### config.mk
export PLATFORM = sky130hd
export DESIGN_NAME = ps2_rx_flat
export DESIGN_NICKNAME = d
export VERILOG_FILES = /design/src/rtl/ps2_rx_if.sv /design/src/rtl/ps2_rx.sv /design/src/flat_wrapper.sv
export SDC_FILE = /design/constraint.sdc
export NUM_CORES = 1
export LEC_CHECK = 0
export ABC_AREA = 1
export CORE_ASPECT_RATIO = 1.25
export CORE_MARGIN = 1
export CORE_UTILIZATION = 52
export DETAILED_ROUTE_END_ITERATION = 10
export GPL_TIMING_DRIVEN = 1
export PLACE_DENSITY = 0.7
export SYNTH_ARGS = -nofsm -noshare
export SYNTH_HDL_FRONTEND = slang
export SYNTH_SLANG_ARGS = --single-unit
### constraint.sdc
create_clock -name clk_bus -period 3.4 [get_ports clk_bus]
set_input_delay 1.02 -clock clk_bus [delete_from_list [all_inputs] [get_ports clk_bus]]
set_output_delay 1.02 -clock clk_bus [all_outputs]
set_load 0.01 [all_outputs]
### src/rtl/ps2_rx_if.sv
// ps2_rx_if: PS/2 line inputs and received-byte strobes.
// Ports (signals): PS2_CLK, PS2_DAT raw lines; rx_data[7:0], rx_valid, rx_err.
// master: receiver side (samples lines, drives rx_*).
// slave : device/consumer side (drives lines, reads rx_*).
interface ps2_rx_if;
    logic       PS2_CLK;
    logic       PS2_DAT;
    logic [7:0] rx_data;
    logic       rx_valid;
    logic       rx_err;

    modport master (
        input  PS2_CLK,
        input  PS2_DAT,
        output rx_data,
        output rx_valid,
        output rx_err
    );

    modport slave (
        output PS2_CLK,
        output PS2_DAT,
        input  rx_data,
        input  rx_valid,
        input  rx_err
    );
endinterface

### src/rtl/ps2_rx.sv
// ps2_rx: PS/2 device-to-host receiver with line de-glitching and
// 11-bit frame deserialisation (start, 8 data LSB-first, parity, stop).
// Ports: clk_bus (system clock), bus_reset (sync, active-high),
//        bus (ps2_rx_if.master): PS2_CLK/PS2_DAT in, rx_data/rx_valid/rx_err out.
// Option: define PS2_RX_PARITY_CHECK_EN to reject frames with bad odd parity.
module ps2_rx #(
    parameter int FILTER_LEN  = 8,
    parameter int TIMEOUT_CYC = 100000
) (
    input  logic           clk_bus,
    input  logic           bus_reset,
    ps2_rx_if.master       bus
);

    typedef enum logic [1:0] {
        S_IDLE,
        S_DATA,
        S_PARITY,
        S_STOP
    } state_t;

    localparam logic [7:0]  FLEN = 8'(FILTER_LEN);
    localparam logic [19:0] TOUT = 20'(TIMEOUT_CYC);

    // index 0: clock line, index 1: data line
    logic [1:0] r_sync1;
    logic [1:0] r_sync2;
    logic [1:0] r_filt;
    logic [7:0] r_fcnt [2];
    logic       r_clk_d;

    state_t     r_state;
    state_t     w_next;
    logic [2:0] r_bit;
    logic [7:0] r_shreg;
    logic       r_par;
    logic [19:0] r_to_cnt;
    logic [7:0] r_rx_data;
    logic       r_rx_valid;
    logic       r_rx_err;

    logic       w_fall;
    logic       w_dat;
    logic       w_timeout;
    logic       w_par_calc;
    logic       w_par_ok;
    logic       w_shift;
    logic       w_par_ld;
    logic       w_bit_clr;
    logic       w_bit_inc;
    logic       w_good;
    logic       w_bad;

    // Synchroniser and per-line persistence filter.
    always_ff @(posedge clk_bus) begin
        if (bus_reset) begin
            r_sync1   <= 2'b11;
            r_sync2   <= 2'b11;
            r_filt    <= 2'b11;
            r_fcnt[0] <= 8'd0;
            r_fcnt[1] <= 8'd0;
            r_clk_d   <= 1'b1;
        end else begin
            r_sync1 <= {bus.PS2_DAT, bus.PS2_CLK};
            r_sync2 <= r_sync1;
            r_clk_d <= r_filt[0];
            for (int i = 0; i < 2; i++) begin
                if (r_sync2[i] == r_filt[i]) begin
                    r_fcnt[i] <= 8'd0;
                end else if (r_fcnt[i] + 8'd1 == FLEN) begin
                    r_filt[i] <= r_sync2[i];
                    r_fcnt[i] <= 8'd0;
                end else begin
                    r_fcnt[i] <= r_fcnt[i] + 8'd1;
                end
            end
        end
    end

    assign w_fall = r_clk_d & ~r_filt[0];
    assign w_dat  = r_filt[1];

    // A fall in the expiry cycle keeps the frame alive.
    assign w_timeout = (r_state != S_IDLE) &&
                       (r_to_cnt == TOUT) && !w_fall;

    // Odd parity: data bits plus parity bit must XOR to 1.
    assign w_par_calc = ^{r_shreg, r_par};
`ifdef PS2_RX_PARITY_CHECK_EN
    assign w_par_ok = w_par_calc;
`else
    assign w_par_ok = w_par_calc | 1'b1;
`endif

    always_ff @(posedge clk_bus) begin
        if (bus_reset) begin
            r_state <= S_IDLE;
        end else begin
            r_state <= w_next;
        end
    end

    always_comb begin
        w_next    = r_state;
        w_shift   = 1'b0;
        w_par_ld  = 1'b0;
        w_bit_clr = 1'b0;
        w_bit_inc = 1'b0;
        w_good    = 1'b0;
        w_bad     = 1'b0;
        if (w_fall) begin
            unique case (r_state)
                S_IDLE: begin
                    if (!w_dat) begin
                        w_next    = S_DATA;
                        w_bit_clr = 1'b1;
                    end
                end
                S_DATA: begin
                    w_shift = 1'b1;
                    if (r_bit == 3'd7) begin
                        w_next = S_PARITY;
                    end else begin
                        w_bit_inc = 1'b1;
                    end
                end
                S_PARITY: begin
                    w_par_ld = 1'b1;
                    w_next   = S_STOP;
                end
                S_STOP: begin
                    if (w_dat && w_par_ok) begin
                        w_good = 1'b1;
                    end else begin
                        w_bad = 1'b1;
                    end
                    w_next = S_IDLE;
                end
                default: w_next = S_IDLE;
            endcase
        end else if (w_timeout) begin
            w_bad  = 1'b1;
            w_next = S_IDLE;
        end
    end

    always_ff @(posedge clk_bus) begin
        if (bus_reset) begin
            r_bit      <= 3'd0;
            r_shreg    <= 8'd0;
            r_par      <= 1'b0;
            r_to_cnt   <= 20'd0;
            r_rx_data  <= 8'd0;
            r_rx_valid <= 1'b0;
            r_rx_err   <= 1'b0;
        end else begin
            r_rx_valid <= w_good;
            r_rx_err   <= w_bad;
            if (w_good) begin
                r_rx_data <= r_shreg;
            end
            if (w_shift) begin
                r_shreg <= {w_dat, r_shreg[7:1]};
            end
            if (w_par_ld) begin
                r_par <= w_dat;
            end
            if (w_bit_clr) begin
                r_bit <= 3'd0;
            end else if (w_bit_inc) begin
                r_bit <= r_bit + 3'd1;
            end
            if (r_state == S_IDLE || w_fall) begin
                r_to_cnt <= 20'd0;
            end else begin
                r_to_cnt <= r_to_cnt + 20'd1;
            end
        end
    end

    assign bus.rx_data  = r_rx_data;
    assign bus.rx_valid = r_rx_valid;
    assign bus.rx_err   = r_rx_err;

endmodule

### src/flat_wrapper.sv
// flat-port wrapper written by rule: the top's interface ports become plain ports
module ps2_rx_flat 
#(
    parameter int FILTER_LEN  = 8,
    parameter int TIMEOUT_CYC = 100000
)
  (clk_bus, bus_reset, bus_PS2_CLK, bus_PS2_DAT, bus_rx_data, bus_rx_valid, bus_rx_err);
  ps2_rx_if bus_i ();
  input  logic clk_bus;
  input  logic bus_reset;
  input wire logic [$bits(bus_i.PS2_CLK)-1:0] bus_PS2_CLK;
  input wire logic [$bits(bus_i.PS2_DAT)-1:0] bus_PS2_DAT;
  output wire logic [$bits(bus_i.rx_data)-1:0] bus_rx_data;
  output wire logic [$bits(bus_i.rx_valid)-1:0] bus_rx_valid;
  output wire logic [$bits(bus_i.rx_err)-1:0] bus_rx_err;
  assign bus_i.PS2_CLK = bus_PS2_CLK;
  assign bus_i.PS2_DAT = bus_PS2_DAT;
  assign bus_rx_data = bus_i.rx_data;
  assign bus_rx_valid = bus_i.rx_valid;
  assign bus_rx_err = bus_i.rx_err;
  ps2_rx #(.FILTER_LEN(FILTER_LEN), .TIMEOUT_CYC(TIMEOUT_CYC)) u_core (.clk_bus(clk_bus), .bus_reset(bus_reset), .bus(bus_i));
endmodule
# Word-level counts from Yosys, hierarchy flattened
# Memory sizes are Yosys's and may differ from the RTL's.
# Index checks and enable logic that the tools add are counted.
totals:
  register_bits: 50
  ram_bits: 16
  inputBits: 4
  elab_cells: 99
  mem_count: 1
mem_list:
  columns: ["name", "words", "width", "rd", "rd_ports_with_merged_regs", "wr", "line_no", "text"]
  rows:
  - ["u_core.r_fcnt", 2, 8, 2, 0, 2, "ps2_rx.sv:29", "logic [7:0] r_fcnt [2];"]
op_classes:
  add_sub_neg: 4
  eq_ne: 11
  n_mux: 49
  n_bitwise: 10
  n_reduce_logical: 12
op_table:
  columns: ["op", "n"]
  rows:
  - ["$mux W8", 6]
  - ["$mux W1", 38]
  - ["$add A20 B1 Y20 const B", 1]
  - ["$eq A20 B17 Y1 const B", 1]
  - ["$add A8 B1 Y8 const B", 2]
  - ["$eq A8 B4 Y1 const B", 2]
  - ["$mux W2", 4]
  - ["$pmux W2 S4", 1]
  - ["$ne A3 B3 Y1 const B", 2]
  - ["$or A1 B1 Y1", 6]
  - ["$eq A2 B2 Y1 const B", 2]
  - ["$reduce_and A2 Y1", 2]
  - ["$reduce_bool A2 Y1", 2]
  - ["$reduce_or A2 Y1", 2]
  - ["$add A3 B1 Y3 const B", 1]
  - ["$eq A3 B3 Y1 const B", 1]
  - ["$not A1 Y1", 3]
  - ["$reduce_and A3 Y1", 1]
  - ["$eq A1 B1 Y1", 2]
  - ["$eq A2 B1 Y1 const B", 1]
  - ["$logic_and A1 B1 Y1", 2]
  - ["$logic_not A2 Y1", 1]
  - ["$and A1 B1 Y1", 1]
  - ["$logic_not A1 Y1", 1]
  - ["$logic_or A1 B1 Y1", 1]

# Logic depth before layout (Yosys ltp)
# Gate-level depths: netlist of run 1.
# An unclocked memory read counts as a cell.
logic_depth:
  word_depth: 9
  depth_mapped: 11

# Worst setup path before layout of run 1
# Ideal clock, no wire load.
synth_timing:
  kind: "input port to flip-flop"
  start: "input bus_reset"
  end: "memory u_core.r_fcnt[0][0] (data pin)"
  setup_ps: 260
  arrival_ps: 1653
  t_required_ps: 3140
  setup_slack_ps: 1487
  stages: 6
  n_path_buf: 1
  cell_sequence: "clkbuf_1 > inv_1 > o21ai_0 > a21oi_1 > nand2_2 > nor2_1"
synth_lines:
  columns: ["item", "line_no", "text"]
  rows:
  - ["from (decl)", "flat_wrapper.sv:10", "input logic bus_reset;"]
  - ["to (decl)", "ps2_rx.sv:29", null]

# Worst setup path in the final report of run 1
layout_timing:
  start: "register u_core.r_rx_data[5] (netlist: u_core.bus.rx_data[5])"
  end: "output bus_rx_data[5]"
layout_lines:
  columns: ["item", "line_no", "text"]
  rows:
  - ["from (decl)", "ps2_rx.sv:38", "logic [7:0] r_rx_data;"]
  - ["from (signal assigned)", "ps2_rx.sv:160", "r_rx_data <= r_shreg;"]
  - ["to (decl)", "flat_wrapper.sv:13", "output wire logic [$bits(bus_i.rx_data)-1:0] bus_rx_data;"]
# No word-level cell between the ends.

==> metrics.json, run 1 <==
{
  "synth": {
    "synth_largest_area_cell": "dfxtp_1",
    "synth-main-ff-cell": "dfxtp_1",
    "synth_mux_area_share_pct": 0,
    "synthTopCellsByCount": "85 x nand2_1, 83 x nor2_1, 50 x dfxtp_1, 50 x inv_1, 27 x o21ai_0",
    "number_of_library_cell_types_mapped_by_synthesis": 34,
    "number_of_flip_flops_and_latches_in_the_synthesized_netlist": 66,
    "synth_compound_gate_area_share_pct": 9.015,
    "synth-seq-area-share_pct": 46.82,
    "yosys.area_share.xor_xnor_pct": 0.5536,
    "synth_simple_gate_area_share_pct": 31.99,
    "post-synth-top-area-fraction_pct": 31.63,
    "synth_area_leaders": "dfxtp_1 32%, edfxtp_1 15%, nand2_1 10%",
    "synth_most_common_cell": "nand2_1",
    "synth.cell_area_um2": 3164,
    "synth_edf_count": 16,
    "ys.warnings.count": 0,
    "synth-adder-area-share_pct": 4.350,
    "synth_cells": 421,
    "synth-async-reset-ratio_pct": 0,
    "synth_top_family_by_area": "simple AND/OR/NAND/NOR gates",
    "post_synth.cell_area_avg_um2": 7.516
  },
  "timing": {
    "final-hold-violation-count": 0,
    "setup_viol": 0,
    "rsz0062_at_grt": "false",
    "clock_skew_ps": 9.970,
    "min_period_over_period_pct": 66.28,
    "slew_viol_final": 0,
    "fin_tns_setup_ps": 0,
    "fin_crit_ps": 2254,
    "max_frequency_mhz": 443.7
  },
  "detailed_routing": {
    "top_signal_layer_used": "met4",
    "route.met3.wl_um": 165,
    "antenna_left": 0,
    "num_vias": 2608,
    "wirelength_um": 5583,
    "detail_route.first_pass.iterations": 5,
    "drc_errors": 0,
    "avgRoutedWirePerCell_um": 10.55,
    "met1_length_um": 2667,
    "met2WireLength_um": 2658,
    "avg_vias_per_cell": 4.930,
    "detailedRoute.firstIterationViolations": 97
  },
  "worst_setup_path": {
    "slowest_stage": "clkdlybuf4s50_1",
    "critical_path.max_stage_delay_ps": 540,
    "r2r_slack_ps": 1540,
    "critPathRequiredTime_ps": 2380,
    "setup.worst_path.start_class": "flop",
    "critical_path.top_delay_family": "buffers and inverters",
    "worstSetupEndpointType": "output port",
    "critPathKind": "reg2out",
    "crit-reg2reg-launch": "u_core.r_fcnt[0][0]",
    "worst_r2r_endpoint": "u_core.r_fcnt[0][0]",
    "rr_worst_depth": 8,
    "worst-path-max-fanout": 2,
    "cp.arrival_ps": 1230,
    "critical_path_cell_sequence": "clkdlybuf4s50_1",
    "worst-path-buf-inv": 1
  },
  "cells_and_area": {
    "antennaDiodeCount": 0,
    "stdcell_area_um2": 3647,
    "layout_net_count": 473,
    "final_layout_size_suffix_gt1_share_pct": 9.935,
    "area_growth_syn_to_layout_pct": 15.26,
    "postLayoutCoreUtil_pct": 62.69
  },
  "clock_tree": {
    "cts_max_level": 3,
    "cts_tree": "yes",
    "cts_hold_buf": 0,
    "post_cts_resize_count": 0,
    "cts_num_sinks": 66,
    "cts_setup_buffers": 0,
    "worst_setup_hold_path_clk_slew_ps": 70,
    "clock_latency_ps": 350,
    "cts_root_buffer": "clkbuf_8",
    "cts_max_path_buffers": 2,
    "numCtsBuffers": 9
  },
  "die": {
    "die_h_um": 89.22,
    "std_cell_rows": 31,
    "core_area_um2": 5818,
    "die_area_um2": 6403,
    "initial_core_utilization_pct": 54.39,
    "io-pin-count": 14,
    "dieWidth_um": 71.77
  },
  "global_route": {
    "antenna_found_initial": 0,
    "total_global_routing_overflow": 0,
    "globalRouteTotalUtil_pct": 19.08,
    "grt_max_degree": 18,
    "grt_first_pass_wirelength_um": 9459,
    "grt_pass1_vias": 2321
  },
  "place": {
    "instance_area_at_placement_um2": 3432,
    "routabilityCongestion": 0.7928,
    "hpwlAfterDp_um": 4135,
    "placement.io_buffers": 13
  },
  "worst_hold_path": {
    "holdCritStartpoint": "u_core.r_sync1[1]",
    "min_path_type": "reg2reg",
    "worst_hold_path.endpoint": "u_core.r_sync2[1]",
    "holdPathStages": 1
  },
  "status": {
    "outcome": "complete, no violations"
  },
  "power_and_ir_drop": {
    "powerDensity_nw_per_um2": 426.4,
    "leak_pwr_nw": 1.508,
    "power.ir.vdd_worst_uv": 311.3,
    "total_power_mw": 1.555
  },
  "job": {
    "maxCapViolCount": 0
  }
}
## cells by family (layout without fill, tap and decap cells)
group	count (synthesis)	in the layout
and+or+nand+nor	227	227
xor gates and xnor gates	2	2
buffers and inverters	60	87
DFF	66	66
adders and majority gates	11	11
other	1	16
AOI/OAI and AO/OA	54	54
## final cells by class
class,count,area (µm²)
clock inverters,4,27.53
multi-input cells,310,1513
well taps,66,82.58
fillers,493,2171
repair buffers,15,145.1
flip-flops and latches,66,1481
inverters,56,210.2
clock buffers,12,187.7
## per-stage QoR
stage          hold slack (ps)  instances  setup slack, ps
6_report                 429.6        529             1146
3_5_place_dp             409.7        513            868.0
3_3_place_gp             405.1        513            912.5
4_1_cts                  431.4        529             1128
2_1_floorplan            389.5        436             1487
5_1_grt                  439.1        529             1054
## routing by layer
layer | vias to the layer above | GRT usage (%)
met1 | 1174 | 21.99
met5 | - | 0
met2 | 28 | 33.62
met4 | 0 | 10.70
li1 | 1396 | -
met3 | 10 | 3.382
## placed cells by master (no fill, tap or decap), drive strengths merged, types with 7 or more instances in the layout
cell,n
nor2,89
edfxtp,16
nor3,7
o21ai,29
ha,11
conb,16
nand3,22
or2,7
dfxtp,50
inv,57
nand2,91
clkbuf,12
a21oi,21
clkdlybuf4s50,13
## report_power, final
group / total [mW] / leakage, nW / switching [mW] / internal (mW)
sequential: 0.823 / 0.569 / 0.00931 / 0.813
combinational: 0.0448 / 0.829 / 0.0281 / 0.0167
clock: 0.688 / 0.110 / 0.313 / 0.375
total: 1.56 / 1.51 / 0.350 / 1.21
## state kept, by name, indices dropped and copies added (netlist names), 2 cells and up
register,cells
u_core.r_to_cnt,20
u_core.r_fcnt,16
u_core.bus.rx_data,8
u_core.r_shreg,8
u_core.r_bit,3
u_core.r_filt,2
u_core.r_state,2
u_core.r_sync1,2
u_core.r_sync2,2
## how the worst max path moves through the flow
stage,from,endpoint,slack (ps),depth (start not counted)
2_1_floorplan,bus_reset,u_core.r_fcnt[0][0],1490,6
3_3_place_gp,bus_reset,u_core.r_fcnt[0][0],910,6
3_5_place_dp,bus_reset,u_core.r_fcnt[1][3],870,6
4_1_cts,u_core.bus.rx_data[5],bus_rx_data[5],1130,1
5_1_grt,bus_reset,u_core.r_fcnt[1][2],1050,6
6_report,u_core.bus.rx_data[5],bus_rx_data[5],1150,1
No activity file was read; power rests on OpenSTA's default activity.
==> run 2, diff against run 1 <==
--- a/config.mk
+++ b/config.mk
@@ -11,7 +11,7 @@
 export CORE_UTILIZATION = 52
 export DETAILED_ROUTE_END_ITERATION = 10
 export GPL_TIMING_DRIVEN = 1
-export PLACE_DENSITY = 0.7
+export PLACE_DENSITY = 0.73
 export SYNTH_ARGS = -nofsm -noshare
 export SYNTH_HDL_FRONTEND = slang
 export SYNTH_SLANG_ARGS = --single-unit
==> constraint.sdc (replaced) <==
create_clock -name clk_bus -period 1.83 [get_ports clk_bus]
set_input_delay 0.549 -clock clk_bus [delete_from_list [all_inputs] [get_ports clk_bus]]
set_output_delay 0.549 -clock clk_bus [all_outputs]
set_load 0.01 [all_outputs]
==> run 2 against run 1 <==
Against the previous run: flip-flop and latch count unchanged; via count is 0.46% lower; sequential share of layout area is 0.40 points lower; sequential power grew 86%; total power up 73%; register-to-register slack worse by 1400 ps; core utilization grew 0.62 points; die area is the same; largest cell class unchanged; largest power group unchanged.
==> metrics.json, run 2 (synthesized netlist as in run 1, its figures left out) <==
{
  "cells_and_area": {
    "finish.cell_count_without_fillers": {"value": 538, "change": "was 529"},
    "stdcell_area": {"value": 3684, "unit": "µm²", "change": "was 3647 µm²"},
    "largestRegisters": {"value": "u_core.r_to_cnt x20, u_core.r_fcnt x16", "change": "unchanged"},
    "postLayoutCoreUtil": {"value": 63.31, "unit": "%", "change": "was 62.69%"},
    "final_layout_size_suffix_gt1_share": {"value": 11.86, "unit": "%", "change": "was 9.935%"},
    "largest_register_ffs": {"value": 20, "change": "unchanged"},
    "area_growth_syn_to_layout": {"value": 16.41, "unit": "%", "change": "was 15.26%"},
    "commonest_non_fill_non_tap_cell_in_the_layout": {"value": "nand2_1", "change": "unchanged"},
    "layout_common_cells": {"value": "85 x nand2_1, 83 x nor2_1, 50 x inv_1, 50 x dfxtp_1, 27 x o21ai_0", "change": "unchanged"},
    "final.fill_count": {"value": 516, "change": "was 493"},
    "antennaDiodeCount": {"value": 0, "change": "unchanged"},
    "multiInputGateArea": {"value": 1525, "unit": "µm²", "change": "was 1513 µm²"},
    "sequential_cell_area": {"value": 1481, "unit": "µm²", "change": "unchanged"},
    "max_flop_register": {"value": "u_core.r_to_cnt", "change": "unchanged"},
    "layout_net_count": {"value": 482, "change": "was 473"}
  },
  "die": {
    "initial_core_utilization": {"value": 54.39, "unit": "%", "change": "unchanged"},
    "die_h": {"value": 89.22, "unit": "µm", "change": "unchanged"},
    "io-pin-count": {"value": 14, "change": "unchanged"},
    "die_area": {"value": 6403, "unit": "µm²", "change": "unchanged"},
    "core_area": {"value": 5818, "unit": "µm²", "change": "unchanged"},
    "std_cell_rows": {"value": 31, "change": "unchanged"},
    "dieWidth": {"value": 71.77, "unit": "µm", "change": "unchanged"}
  },
  "timing": {
    "max_frequency_mhz": 557.7,
    "fin_tns_setup": {"value": 0, "unit": "ps", "change": "unchanged"},
    "setup_viol": {"value": 0, "change": "unchanged"},
    "fin_crit_ps": 1793,
    "clock_skew": {"value": 5.991, "unit": "ps", "change": "was 9.970 ps"},
    "holdWs": {"value": 412.5, "unit": "ps", "change": "was 429.6 ps"},
    "slew_viol_final": {"value": 0, "change": "unchanged"},
    "worst_slack": {"value": 36.78, "unit": "ps", "change": "was 1146 ps"},
    "min_period_over_period_pct": 97.99,
    "final-hold-violation-count": {"value": 0, "change": "unchanged"}
  },
  "detailed_routing": {
    "drc_errors": {"value": 0, "change": "unchanged"},
    "detail_route.first_pass.iterations": {"value": 4, "change": "was 5"},
    "wirelength": {"value": 5583, "unit": "µm", "change": "unchanged"},
    "detailedRoute.firstIterationViolations": {"value": 61, "change": "was 97"},
    "num_vias": {"value": 2596, "change": "was 2608"},
    "avgRoutedWirePerCell": {"value": 10.38, "unit": "µm", "change": "was 10.55 µm"},
    "antenna_left": {"value": 0, "change": "unchanged"},
    "avg_vias_per_cell": {"value": 4.825, "change": "was 4.930"}
  },
  "global_route": {
    "grt_pass1_vias": {"value": 2391, "change": "was 2321"},
    "grt_util_met2": {"value": 34.91, "unit": "%", "change": "was 33.62%"},
    "grt_max_degree": {"value": 21, "change": "was 18"},
    "global_route.peak_usage_layer": {"value": "met2", "change": "unchanged"},
    "globalRouteMet3Util": {"value": 3.608, "unit": "%", "change": "was 3.382%"},
    "use_met1": {"value": 21.13, "unit": "%", "change": "was 21.99%"},
    "grt_first_pass_wirelength": {"value": 9570, "unit": "µm", "change": "was 9459 µm"},
    "total_global_routing_overflow": {"value": 0, "change": "unchanged"},
    "antenna_found_initial": {"value": 0, "change": "unchanged"},
    "globalRouteTotalUtil": {"value": 19.42, "unit": "%", "change": "was 19.08%"}
  },
  "place": {
    "routabilityCongestion": {"value": 0.7975, "change": "was 0.7928"},
    "placement.io_buffers": {"value": 13, "change": "unchanged"},
    "hpwlAfterDp": {"value": 4183, "unit": "µm", "change": "was 4135 µm"},
    "place_worst_setup_slack": {"value": -51.73, "unit": "ps", "change": "was 868.0 ps"},
    "dp.cells": {"value": 521, "change": "was 513"},
    "instance_area_at_placement": {"value": 3492, "unit": "µm²", "change": "was 3432 µm²"}
  },
  "clock_tree": {
    "cts_max_level": {"value": 3, "change": "unchanged"},
    "cts_num_sinks": {"value": 66, "change": "unchanged"},
    "numCtsBuffers": {"value": 9, "change": "unchanged"},
    "worst_setup_hold_path_clk_slew": {"value": 70, "unit": "ps", "change": "about the same"},
    "cts_tree": {"value": "yes", "change": "unchanged"},
    "clock_latency": {"value": 340, "unit": "ps", "change": "was 350 ps"},
    "cts_root_buffer": {"value": "clkbuf_8", "change": "unchanged"},
    "cts_max_path_buffers": {"value": 2, "change": "unchanged"}
  },
  "status": {
    "outcome": {"value": "complete, no violations", "change": "unchanged"}
  },
  "worst_setup_path": {
    "slowest_stage": {"value": "clkdlybuf4s50_1", "change": "unchanged"},
    "worst-path-buf-inv": {"value": 1, "change": "unchanged"},
    "critPathKind": {"value": "reg2out", "change": "unchanged"},
    "critical_path.max_stage_delay": {"value": 550, "unit": "ps", "change": "was 540 ps"},
    "critical_path_cell_sequence": {"value": "clkdlybuf4s50_1", "change": "unchanged"},
    "cp.arrival": {"value": 1240, "unit": "ps", "change": "was 1230 ps"},
    "worst_setup_path_startpoint": {"value": "u_core.bus.rx_data[0]", "change": "was u_core.bus.rx_data[5]"},
    "worstSetupEndpointType": {"value": "output port", "change": "unchanged"},
    "critPathRequiredTime": {"value": 1280, "unit": "ps", "change": "was 2380 ps"},
    "setup.worst_path.start_class": {"value": "flop", "change": "unchanged"},
    "worst-path-max-fanout": {"value": 2, "change": "unchanged"},
    "critical_path.top_delay_family": {"value": "buffers and inverters", "change": "unchanged"},
    "crit-reg2reg-launch": {"value": "u_core.r_fcnt[1][0]", "change": "was u_core.r_fcnt[0][0]"}
  },
  "worst_hold_path": {
    "min_path_type": {"value": "reg2reg", "change": "unchanged"},
    "holdCritStartpoint": {"value": "u_core.r_sync1[1]", "change": "unchanged"}
  },
  "job": {
    "maxCapViolCount": {"value": 0, "change": "unchanged"}
  },
  "power_and_ir_drop": {
    "leak_pwr": {"value": 1.525, "unit": "nW", "change": "was 1.508 nW"},
    "powerDensity": {"value": 731.9, "unit": "nW/µm²", "change": "was 426.4 nW/µm²"},
    "total_power": {"value": 2.696, "unit": "mW", "change": "was 1.555 mW"},
    "power.ir.vdd_worst": {"value": 739.6, "unit": "µV", "change": "was 311.3 µV"}
  }
}
-- run 2: cell types whose count changed in the layout (fill, tap and decap cells not counted), sizes merged --
cell / change
buf: +9
clkinv: +2
clkbuf: -1
clkinvlp: +1
inv: -2
-- run 2: final timing paths --
| kind | to | slack (ps) | cells after the start |
|---|---|---|---|
| worst min register to register | u_core.r_sync2[1] | 410 | 1 |
| worst min-delay path | u_core.r_sync2[1] | 410 | 1 |
| worst max register to register | u_core.r_fcnt[1][2] | 170 | 10 |
| worst max-delay path | bus_rx_data[0] | 40 | 1 |
-- run 2: power breakdown --
group	internal (mW)	switching [mW]	total [mW]	leakage, nW
combinational	0.0393	0.0562	0.0955	0.871
clock	0.521	0.552	1.07	0.0851
sequential	1.51	0.0158	1.53	0.569
-- run 2: layer usage --
layer / vias up / wire, µm
met2: 35 / 2744
li1: 1410 / -
met1: 1138 / 2542
met5: - / 0
met4: 0 / 169
met3: 13 / 127
-- run 2: worst register-to-register path, cell delays in order (launching register included) --
cell      delay (ps)
edfxtp_1         380
ha_2             230
nand3_1          110
nand2_1           80
nand2_1           70
nor2_1            90
nand2_1           60
nor2_1           120
nand2_1          120
nand2_4          120
nor2_1            50
-- run 2: cell type report --
cell class,count,area share [%]
multi-input cells,310,41.41
flip-flops and latches,66,40.22
repair buffers,24,5.774
inverters,56,5.707
clock buffers,11,3.838
well taps,66,2.242
clock inverters,5,0.8152
-- run 2: what timing repair did --
item                                    in CTS  in global routing
hold buffers                                 0                  0
endpoints found under the setup margin       0                 16
resized for setup                            0                  3
buffers inserted                             0                  1
